`config.mk`:
```
export PLATFORM = sky130hd
export DESIGN_NAME = tmds_channel_decoder
export DESIGN_NICKNAME = d
export VERILOG_FILES = /design/src/rtl/tmds_channel_decoder.sv
export SDC_FILE = /design/constraint.sdc
export NUM_CORES = 1
export LEC_CHECK = 0
export BUFFER_PORTS_ARGS = -buffer_cell sky130_fd_sc_hd__buf_2
export CAP_MARGIN = 20
export CORE_MARGIN = 8
export CORE_UTILIZATION = 61
export DETAILED_ROUTE_END_ITERATION = 8
export MAX_ROUTING_LAYER = met4
export PLACE_DENSITY = 0.79
export SYNTH_ARGS = -nofsm -noshare
export SYNTH_HDL_FRONTEND = slang
export SYNTH_SLANG_ARGS = --single-unit
```
`constraint.sdc`:
```
create_clock -name clk_pixel -period 6.3 [get_ports clk_pixel]
set_input_delay 0.315 -clock clk_pixel [delete_from_list [all_inputs] [get_ports clk_pixel]]
set_output_delay 0.315 -clock clk_pixel [all_outputs]
set_load 0.02 [all_outputs]
```
`src/rtl/tmds_channel_decoder.sv`:
```
// TMDS receive lane: finds the 10-bit symbol boundary in a raw deserialized word stream by
// hunting for runs of identical control tokens, then decodes each symbol to DE/C[1:0]/data.
module tmds_channel_decoder #(
    parameter int unsigned TOKEN_RUN     = 8,
    parameter int unsigned SEARCH_CYCLES = 1048576,
    parameter int unsigned VERIFY_RUNS   = 4,
    parameter int unsigned LOSS_TIMEOUT  = 1048576
) (
    input  logic       clk_pixel,
    input  logic       resetn,
    input  logic [9:0] in_word,
    output logic [7:0] out_data,
    output logic       out_de,
    output logic [1:0] out_ctrl,
    output logic       locked,
    output logic [3:0] bit_offset
);

    // run_cnt and vcount must be able to hold their terminal value itself
    localparam int unsigned RunW   = $clog2(TOKEN_RUN + 1);
    localparam int unsigned VcW    = $clog2(VERIFY_RUNS + 1);
    localparam int unsigned DwellW = (SEARCH_CYCLES > 1) ? $clog2(SEARCH_CYCLES) : 1;
    localparam int unsigned GapW   = (LOSS_TIMEOUT > 1) ? $clog2(LOSS_TIMEOUT) : 1;

    localparam logic [RunW-1:0]   RunMax    = RunW'(TOKEN_RUN);
    localparam logic [VcW-1:0]    VcTarget  = VcW'(VERIFY_RUNS);
    localparam logic [DwellW-1:0] DwellLast = DwellW'(SEARCH_CYCLES - 1);
    localparam logic [GapW-1:0]   GapLast   = GapW'(LOSS_TIMEOUT - 1);

    localparam logic [9:0] Tok00 = 10'b1101010100;
    localparam logic [9:0] Tok01 = 10'b0010101011;
    localparam logic [9:0] Tok10 = 10'b0101010100;
    localparam logic [9:0] Tok11 = 10'b1010101011;

    typedef enum logic [1:0] {StSearch, StVerify, StLocked} state_e;

    state_e            state_q, state_d;
    logic [9:0]        w0_q, w1_q;
    logic [9:0]        prev_sym_q;
    logic [3:0]        offset_q, offset_d, offset_inc;
    logic [RunW-1:0]   run_cnt_q, run_cnt_d;
    logic [DwellW-1:0] dwell_q, dwell_d;
    logic [GapW-1:0]   gap_q, gap_d;
    logic [VcW-1:0]    vcount_q, vcount_d;
    logic              run_hit, run_clr;
    logic              locked_q;
    logic              de_q;
    logic [1:0]        ctrl_q;
    logic [7:0]        data_q;

    // Bit 19 of the two-word window is never reachable with offsets 0..9
    logic [18:0] window;
    logic [9:0]  sym;
    logic        is_token;
    logic [1:0]  tok_code;
    logic [7:0]  dec_d, dec_q;

    assign window = {w0_q[8:0], w1_q};

    // Raw word pipeline: w1 holds the older word, w0 the newer
    always_ff @(posedge clk_pixel or negedge resetn) begin
        if (!resetn) begin
            w0_q <= '0;
            w1_q <= '0;
        end else begin
            w0_q <= in_word;
            w1_q <= w0_q;
        end
    end

    // Symbol extraction at the current bit offset
    always_comb begin
        sym = window[9:0];
        case (offset_q)
            4'd0:    sym = window[9:0];
            4'd1:    sym = window[10:1];
            4'd2:    sym = window[11:2];
            4'd3:    sym = window[12:3];
            4'd4:    sym = window[13:4];
            4'd5:    sym = window[14:5];
            4'd6:    sym = window[15:6];
            4'd7:    sym = window[16:7];
            4'd8:    sym = window[17:8];
            4'd9:    sym = window[18:9];
            default: sym = window[9:0];
        endcase
    end

    // Control token recognition and TMDS data decode
    always_comb begin
        is_token = 1'b1;
        tok_code = 2'b00;
        case (sym)
            Tok00:   tok_code = 2'b00;
            Tok01:   tok_code = 2'b01;
            Tok10:   tok_code = 2'b10;
            Tok11:   tok_code = 2'b11;
            default: is_token = 1'b0;
        endcase
        dec_d    = sym[9] ? ~sym[7:0] : sym[7:0];
        dec_q    = '0;
        dec_q[0] = dec_d[0];
        for (int i = 1; i < 8; i++) begin
            dec_q[i] = sym[8] ? (dec_d[i] ^ dec_d[i-1]) : ~(dec_d[i] ^ dec_d[i-1]);
        end
    end

    // Run length of identical tokens, saturating; hit only on the reaching cycle
    always_comb begin
        run_cnt_d = '0;
        if (is_token) begin
            if (sym == prev_sym_q) begin
                run_cnt_d = (run_cnt_q == RunMax) ? run_cnt_q : run_cnt_q + RunW'(1);
            end else begin
                run_cnt_d = RunW'(1);
            end
        end
        run_hit = (run_cnt_d == RunMax) && (run_cnt_q != RunMax);
    end

    // Run detector state; an offset change discards any partial run
    always_ff @(posedge clk_pixel or negedge resetn) begin
        if (!resetn) begin
            prev_sym_q <= '0;
            run_cnt_q  <= '0;
        end else begin
            prev_sym_q <= sym;
            run_cnt_q  <= run_clr ? '0 : run_cnt_d;
        end
    end

    assign offset_inc = (offset_q == 4'd9) ? 4'd0 : offset_q + 4'd1;

    // Alignment FSM next state: dwell per offset, verify, hold lock until runs stop
    always_comb begin
        state_d  = state_q;
        offset_d = offset_q;
        dwell_d  = dwell_q;
        gap_d    = gap_q;
        vcount_d = vcount_q;
        run_clr  = 1'b0;
        unique case (state_q)
            StSearch: begin
                if (run_hit) begin
                    state_d  = StVerify;
                    vcount_d = '0;
                    gap_d    = '0;
                    dwell_d  = '0;
                end else if (dwell_q == DwellLast) begin
                    offset_d = offset_inc;
                    dwell_d  = '0;
                    run_clr  = 1'b1;
                end else begin
                    dwell_d = dwell_q + DwellW'(1);
                end
            end
            StVerify, StLocked: begin
                if (run_hit) begin
                    gap_d = '0;
                    if (state_q == StVerify) begin
                        vcount_d = vcount_q + VcW'(1);
                        if (vcount_d == VcTarget) begin
                            state_d = StLocked;
                        end
                    end
                end else if (gap_q == GapLast) begin
                    state_d  = StSearch;
                    offset_d = offset_inc;
                    dwell_d  = '0;
                    gap_d    = '0;
                    vcount_d = '0;
                    run_clr  = 1'b1;
                end else begin
                    gap_d = gap_q + GapW'(1);
                end
            end
            default: state_d = StSearch;
        endcase
    end

    // Alignment FSM registers
    always_ff @(posedge clk_pixel or negedge resetn) begin
        if (!resetn) begin
            state_q  <= StSearch;
            offset_q <= '0;
            dwell_q  <= '0;
            gap_q    <= '0;
            vcount_q <= '0;
            locked_q <= 1'b0;
        end else begin
            state_q  <= state_d;
            offset_q <= offset_d;
            dwell_q  <= dwell_d;
            gap_q    <= gap_d;
            vcount_q <= vcount_d;
            locked_q <= (state_d == StLocked);
        end
    end

    // Registered decode of the current symbol
    always_ff @(posedge clk_pixel or negedge resetn) begin
        if (!resetn) begin
            de_q   <= 1'b0;
            ctrl_q <= '0;
            data_q <= '0;
        end else begin
            de_q   <= ~is_token;
            ctrl_q <= is_token ? tok_code : 2'b00;
            data_q <= is_token ? 8'h00 : dec_q;
        end
    end

    assign locked     = locked_q;
    assign bit_offset = offset_q;
    assign out_de     = locked_q & de_q;
    assign out_ctrl   = locked_q ? ctrl_q : 2'b00;
    assign out_data   = locked_q ? data_q : 8'h00;

endmodule

```
Yosys cells after proc, flatten, opt, wreduce, memory -nomap -nowiden
Index checks and enable logic that the tools add are counted.
{ "op_classes": {"reduce_logical": 9, "eq_ne": 30, "add_sub_neg": 5, "bitwise_logic": 17, "mux": 50} }
{ "op_table": {"columns": ["op", "count"], "rows": [
  ["2-to-1 mux 20 bit", 7],
  ["one-hot mux 10 bit (9 select lines)", 1],
  ["one-hot mux 20 bit (2 select lines)", 2],
  ["adder 20 x 1 -> 20 bit, second input constant", 2],
  ["== test 20 bit, second input constant", 2],
  ["2-to-1 mux 4 bit", 9],
  ["2-to-1 mux 8 bit", 3],
  ["== test 10 bit, second input constant", 2],
  ["== test 4 x 3 -> 1 bit, second input constant", 4],
  ["== test 4 bit, second input constant", 4],
  ["2-to-1 mux 2 bit", 7],
  ["2-to-1 mux 1 bit", 12],
  ["2-to-1 mux 3 bit", 4],
  ["== test 10 bit", 1],
  ["== test 10 x 8 -> 1 bit, second input constant", 1],
  ["== test 10 x 9 -> 1 bit, second input constant", 1],
  ["!= test 2 bit, second input constant", 5],
  ["adder 4 x 1 -> 4 bit, second input constant", 2],
  ["== test 4 x 2 -> 1 bit, second input constant", 2],
  ["NOT 1 bit", 8],
  ["NOT 8 bit", 1],
  ["one-hot mux 4 bit (2 select lines)", 1],
  ["XOR 1 bit", 7],
  ["!= test 3 bit, second input constant", 2],
  ["20 further kinds", 21]
]} }
{ "totals": {"ff_bits": 95, "input_bits": 12, "out_inout_bits": 16} }

Longest topological paths before layout
Gate-level depths: netlist of run 1.
{ "depth": {"depth_word": 11, "ltp_mapped": 19, "depth_no_buf": 14} }

Least setup slack after synthesis of run 1
No wires, ideal clock.
{ "synth_path": {"path_type": "flip-flop to flip-flop", "start": "register offset_q[3] (netlist: bit_offset[3])", "end": "register dwell_q[16]", "t_arrival_ps": 3595, "path_stages_with_launch": 18, "synth_period_minus_slack_ps": 3727, "setup_slack_ps": 2573, "n_path_buf": 3, "setup_time_ps": 131, "t_required_ps": 6169, "path_cell_list": "dfrtp_1 -> buf_4 -> buf_2 -> nand3b_1 -> a211oi_2 -> a211oi_2 -> and2_1 -> nor2_1 -> ha_1 -> and4_1 -> nor2b_2 -> a21o_1 -> inv_2 -> or4_1 -> nor2_1 -> buf_2 -> nor3_1 -> or3_1"} }
{ "synth_via": {"elab_chain_cells": 10, "word_cells_on_any_way": 25, "classes_between": "eq/ne (16); mux (6); reduce/logical (3)"} }
{ "synth_lines": {"columns": ["element", "line_no", "source"], "rows": [
  ["from (decl)", "40", "logic [3:0] offset_q, offset_d, offset_inc;"],
  ["from (signal assigned)", "192", "offset_q <= offset_d;"],
  ["== test 4 bit (tied with other cells)", "74", "case (offset_q)"],
  ["one-hot mux 10 bit (9 select lines) (*)", "74", null],
  ["named net sym[0]", "53", "logic [9:0] sym;"],
  ["== test 10 bit (tied with other cells)", "93", "case (sym)"],
  ["OR reduction 4 bit (no line)", null, null],
  ["2-to-1 mux 1 bit", "93", null],
  ["2-to-1 mux 4 bit (*)", "111", "if (is_token) begin"],
  ["== test 4 bit (*)", "118", "run_hit = (run_cnt_d == RunMax) && (run_cnt_q != RunMax);"],
  ["logical AND 1 bit (*)", "118", null],
  ["2-to-1 mux 20 bit or != test 2 bit (tied branches)", null, null],
  ["one-hot mux 20 bit (2 select lines) or AND reduction 3 bit (tied branches)", null, null],
  ["to (signal assigned)", "193", "dwell_q <= dwell_d;"],
  ["to (decl)", "42", "logic [DwellW-1:0] dwell_q, dwell_d;"]
]} }
The timed path passes the listed nets; every way through them passes the cells marked *.
A chain may end at the register's enable or synchronous reset.

Worst setup path in the final report of run 1
{ "layout_path": {"start": "register offset_q[1] (netlist: bit_offset[1])", "end": "register dwell_q[6]"} }
The elaborated chain is that of the path after synthesis.

==> results of run 1 <==
==> worst paths after layout <==
path,startpoint,end,slack (ns)
max,bit_offset[1],dwell_q[6],0.99
min,in_word[2],w0_q[2],0.04
max reg2reg,bit_offset[1],dwell_q[6],0.99
min reg2reg,w0_q[9],w1_q[9],0.36
max in group asynchronous,resetn,dwell_q[14],4.71
min in group asynchronous,resetn,w1_q[4],0.43
==> repair_timing <==
action	4_1_cts	5_1_grt
hold buffers	1	0
setup buffers	0	0
setup endpoints to repair	0	0
hold endpoints to repair	33	0
==> flip-flops by register name, summed over array words and instances (netlist names) <==
register	cells
dwell_q	20
prev_sym_q	10
w0_q	10
bit_offset	4
vcount_q	3
ctrl_q	2
gap_q	20
state_q	2
run_cnt_q	4
data_q	8
locked	1
w1_q	10
de_q	1
==> power groups by stage <==
stage          clock network [uW]  logic [uW]  registers [uW]
2_1_floorplan                   0        41.4             647
3_3_place_gp                    0        65.5             654
6_report                      416        68.5             643
5_1_grt                       446        76.6             644
3_5_place_dp                    0        67.8             654
4_1_cts                       423        68.9             642
==> critical path, delay by kind of cell, from the launching register on <==
kind / cells / cell delay, ns
AO/OA/AOI/OAI: 4 / 1.46
AND/OR/NAND/NOR: 6 / 2.11
flip-flops: 1 / 0.58
multiplexers: 1 / 0.75
adder cells (fa/ha/maj): 1 / 0.22
buffers and inverters: 1 / 0.11
==> metrics by stage <==
stage,worst slack (ns),cell area (um^2)
after floorplan,2.57,6390
after global placement,1.40,6500
after detailed placement,1.12,6500
after CTS,1.09,6710
after global routing,0.597,6710
final,0.986,6710
==> cell families after synthesis <==
kind of cell / Yosys count
AND/OR/NAND/NOR: 286
XOR/XNOR: 20
multiplexers: 15
AO/OA/AOI/OAI: 207
buffers and inverters: 84
flip-flops: 95
adder cells (fa/ha/maj): 17
==> layer usage <==
metal / vias up / routed length (um) / GRT usage, %
li1: 2719 / - / -
met3: 60 / 980 / 3.86
met1: 2833 / 6910 / 29.4
met2: 231 / 8130 / 39.3
met4: 0 / 620 / 11.8
met5: - / 0 / -
==> cell type report <==
type	instances	area, um^2	share of cell area (%)
Timing Repair Buffer	37	215	3.21
Inverter	40	150	2.24
Clock buffer	10	128	1.90
Sequential cell	95	2380	35.4
Clock inverter	6	68.8	1.03
Multi-Input combinational cell	545	3600	53.7
Tap cell	136	170	2.54
==> cells in the mapped netlist, types with 8 or more instances <==
master and count:
nor2b_1 17, nand3_1 34, nand2_1 56, inv_1 38, nor3_1 18, clkbuf_1 20, or3_1 9, nor2_1 48
nand4_1 11, o22ai_1 9, o2bb2ai_1 8, a31oi_1 11, ha_1 17, a211oi_1 8, buf_2 10, nand2b_1 12
a32oi_1 9, and2_1 16, a21oi_1 42, o31ai_1 12, o21ai_0 32, dfrtp_1 95, xnor2_1 16, buf_6 8
or4_1 18
==> impl_metrics.csv, run 1 <==
group,metric,value,unit
yosys,yosys.area.top_type,"dfrtp_1",
yosys,ys_seq_elements,95,
yosys,yosysTopAreaCellShare,37.2,%
global_routing,grt-ovfl-total,0,
yosys,synthFlopType,"dfrtp_1",
setup_path,worstPathMaxFanout,17,
yosys,syn_avg_cell_area,8.82,um^2
drt,drt-initial-drc-count,607,
drt,routed_wl,16600,um
setup_path,worstRegToRegCells,13,
pwr,combPwrFrac,6.1,%
die,coreArea,10200,um^2
die,num_rows,37,
die,start_util,62.4,%
finish,antenna-diode-count,0,
pwr,power,1130,uW
worst_hold_path,hp-class,"in2reg",
setup_path,crit_chain,"nor2_2 > mux2i_1 > nor2_1 > a21oi_1 > ha_1 > and4_1 > nor2b_2 > a21o_1 > inv_2 > nor4_4 > nand2_1 > a21oi_2 > a221o_1",
status,outcome,"completed",
pwr,switching_share,25.8,%
sta,hold_slack,0.0428,ns
yosys,synth_xor_area_share,2.74,%
setup_path,cp-end-kind,"register",
die,io_pins,28,
yosys,synth-compound-area-share,23.2,%
finish,area_growth_syn_to_layout,5.09,%
sta,period_share,84.4,%
yosys,synth_warnings,0,
global_routing,grt_pass1_vias,5500,
finish,n_fill_cell,859,
finish,drive_gt1_share,10.2,%
yosys,synth_top_family_by_area,"simple AND/OR/NAND/NOR gates",
clock_network,cts_tree,"built",
pwr,clockPowerShare,36.9,%
finish,fin_nets,757,
clock_network,cts_root_buffer,"clkbuf_8",
place,dp_cells,852,
global_routing,grt_pass1_wl,27400,um
run,maxCapViolCount,0,
drt,vias_per_cell,6.72,
yosys,synth_cell_type_count,82,
pwr,power_frac_seq,57.0,%
drt,vias,5843,
global_routing,grt_max_degree,63,
place,numPortBuffers,27,
clock_network,clock_latency,0.37,ns
drt,first_pass_iters,5,
drt,avgRoutedWirePerCell,19.1,um
die,dieArea,14000,um^2
drt,drc,0,
yosys,synth_edf_count,0,
yosys,synth_fa_ha_area_share,3.33,%
worst_hold_path,hold_depth,1,
sta,setup_viol,0,
clock_network,cts-buffers-inserted,9,
finish,final_common_cell,"dfrtp_1",
yosys,synth.area.mux_share,2.53,%
setup_path,slowest_delay,0.75,ns
place,place_congestion,0.981,
drt,detail-route-antenna-nets,0,
sta,fin_setup_tns,0,ns
yosys,synth_area,6390,um^2
sta,max_freq,188,MHz
sta,finalHoldViolations,0,
die,die_y,118,um
setup_path,crit_slowest_cell,"mux2i_1",
setup_path,cp-start-kind,"register",
yosys,synth_cells,724,
pwr,ir_drop,0.0943,mV
clock_network,path_clk_slew,0.10,ns
setup_path,critPathArrivalTime,5.63,ns
pwr,p_leak,0.00269,uW
yosys,synth_top_cells_by_area,"dfrtp_1 (37%), ha_1 (3.3%), a21oi_1 (3.3%)",
yosys,synth-seq-area-share,37.2,%
clock_network,cts.repair.resized,0,
global_routing,grt_use_total,24.4,%
finish,stdcell_count,869,
yosys,synthSimpleGateAreaFrac,24.6,%
yosys,synth.net_count,753,
clock_network,cts.sinks,95,
global_routing,antenna_found_initial,0,
clock_network,clk_path_buf_depth,2,
pwr,p_sw,290,uW
pwr,power_density,168,nW/um^2
setup_path,cp.required,6.61,ns
yosys,async_flop_share,100,%
setup_path,crit_type,"reg2reg",
die,die_x,118,um
finish,final_util,65.6,%
sta,timing.slew.headroom,33.8,%
sta,slew_viol_final,0,
sta,rsz0062_at_grt,"no",
place,dp_hpwl,11500,um
clock_network,htreeDepth,3,
pwr,p_int,837,uW
finish,layout_common_cells,"dfrtp_1 (95), nand2_1 (56), nor2_1 (48)",
sta,finalClockSkew,0.00793,ns
sta,period_needed,5.31,ns
sta,tightest_slew,0.987,ns
No activity file was read; power rests on OpenSTA's default activity.
==> inputs of run 2 (changes only) <==
- clock period: 6.3 -> 5.5 ns (I/O delays scaled with it)
==> impl_metrics.csv, run 2 (synthesis gave the netlist of run 1 again) <==
group,metric,value,unit
global_routing,grt-ovfl-total,0,
pwr,power_density,196,nW/um^2
clock_network,cts_tree,"built",
place,place_ws,0.352,ns
worst_hold_path,hp-class,"reg2reg",
finish,area_growth_syn_to_layout,7.46,%
setup_path,reg2reg_slack,0.55,ns
place,dp_hpwl,11600,um
finish,antenna-diode-count,0,
worst_hold_path,min_to,"w1_q[9]",
global_routing,use_met1,30.6,%
pwr,ir_drop,0.166,mV
die,coreArea,10200,um^2
drt,routed_wl,16700,um
sta,tightest_slew,1.01,ns
sta,period_share,90.0,%
die,start_util,62.4,%
sta,finalClockSkew,0.0127,ns
drt,avgRoutedWirePerCell,18.9,um
setup_path,cp-startpoint,"bit_offset[0]",
sta,timing.slew.headroom,32.1,%
drt,first_pass_iters,5,
clock_network,cts-buffers-inserted,9,
drt,vias,5850,
run,maxCapViolCount,0,
sta,max_freq,202,MHz
drt,drt-initial-drc-count,548,
pwr,power,1340,uW
clock_network,htreeDepth,3,
sta,setup_viol,0,
sta,slew_viol_final,0,
finish,final_common_cell,"dfrtp_1",
global_routing,grt_pass1_vias,5778,
die,io_pins,28,
sta,finalHoldViolations,0,
drt,vias_per_cell,6.63,
setup_path,crit_type,"reg2reg",
worst_hold_path,hold_depth,0,
setup_path,critPathArrivalTime,5.27,ns
global_routing,grt_max_degree,60,
setup_path,r2r-start,"bit_offset[0]",
setup_path,cp-start-kind,"register",
drt,drc,0,
finish,top_regs,"dwell_q x20, gap_q x20",
sta,period_needed,4.95,ns
clock_network,cts.sinks,95,
finish,fin_nets,770,
global_routing,grt_pass1_wl,28600,um
clock_network,clk_path_buf_depth,2,
worst_hold_path,holdCritStartpoint,"w0_q[9]",
setup_path,cp-end-kind,"register",
global_routing,grt_use_total,25.1,%
setup_path,r2r-end,"dwell_q[8]",
sta,fin_setup_tns,0,ns
die,die_x,118,um
setup_path,worstPathMaxFanout,17,
die,num_rows,37,
clock_network,path_clk_slew,0.10,ns
die,dieArea,14000,um^2
die,die_y,118,um
global_routing,gr-usage-met3,4.71,%
global_routing,use_met2,40.2,%
global_routing,busiest_layer,"met2",
finish,drive_gt1_share,10.7,%
setup_path,worstRegToRegCells,14,
finish,layout_common_cells,"dfrtp_1 (94), nand2_1 (56), nor2_1 (48)",
setup_path,cp.required,5.82,ns
drt,detail-route-antenna-nets,0,
clock_network,post_cts_buffers,0,
place,place_congestion,0.989,
sta,worst_slack,0.548,ns
global_routing,antenna_found_initial,0,
pwr,p_leak,0.00276,uW
sta,rsz0062_at_grt,"no",
clock_network,cts_root_buffer,"clkbuf_8",
status,outcome,"completed",
clock_network,clock_latency,0.38,ns
place,numPortBuffers,27,
## run 2: timing repair
| item | CTS | global route |
|---|---|---|
| hold endpoints to repair | 45 | 1 |
| endpoints found under the setup margin | 0 | 34 |
| resized for setup | 0 | 2 |
| hold buffers | 10 | 1 |
## run 2: worst max-delay path, cell delays in order, from the launching register on
cell      delay [ns]
dfrtp_1         0.68
buf_4           0.26
nor2b_1         0.44
a211oi_2        0.15
and2_1          0.22
nor2_1          0.30
ha_1            0.20
and4_1          0.20
nor2b_2         0.16
a21o_1          0.29
inv_2           0.11
nor4_4          0.57
nand2_1         0.54
a21oi_2         0.55
a221o_1         0.23
## run 2: power breakdown
part / switching [uW] / internal [uW] / total, uW
Combinational: 48.5 / 34.0 / 82.6
Sequential: 19.0 / 717 / 736
Clock: 264 / 259 / 523
## run 2: how the worst max path moves through the flow
stage	endpoint	slack, ns	cells after the start
6_report	dwell_q[8]	0.55	14
5_1_grt	dwell_q[8]	0.18	14
4_1_cts	dwell_q[8]	0.32	13
3_5_place_dp	dwell_q[8]	0.35	13
3_3_place_gp	gap_q[7]	0.57	14
2_1_floorplan	dwell_q[16]	1.77	17
## run 2: per-layer routing
metal,share of wire [%],vias up
met4,3.2,0
met3,6.4,54
met5,0,-
met2,48,228
li1,-,2741
met1,42,2827
## run 2: layout make-up
class / count / area, um^2
Multi-Input combinational cell: 545 / 3610
Tap cell: 136 / 170
Timing Repair Buffer: 50 / 338
Clock inverter: 6 / 92.6
Clock buffer: 10 / 128
Sequential cell: 95 / 2380
Fill cell: 847 / 3370
Inverter: 40 / 150
## run 2: per-stage QoR
step           instances  hold WS [ns]  utilization, %  cell area, um^2
2_1_floorplan        724       -0.0206               -             6390
3_3_place_gp         855         0.270            63.8             6530
3_5_place_dp         855         0.273            63.8             6530
4_1_cts              881       0.00239            66.9             6850
5_1_grt              882         0.365            67.1             6860
6_report             882         0.358            67.1             6860
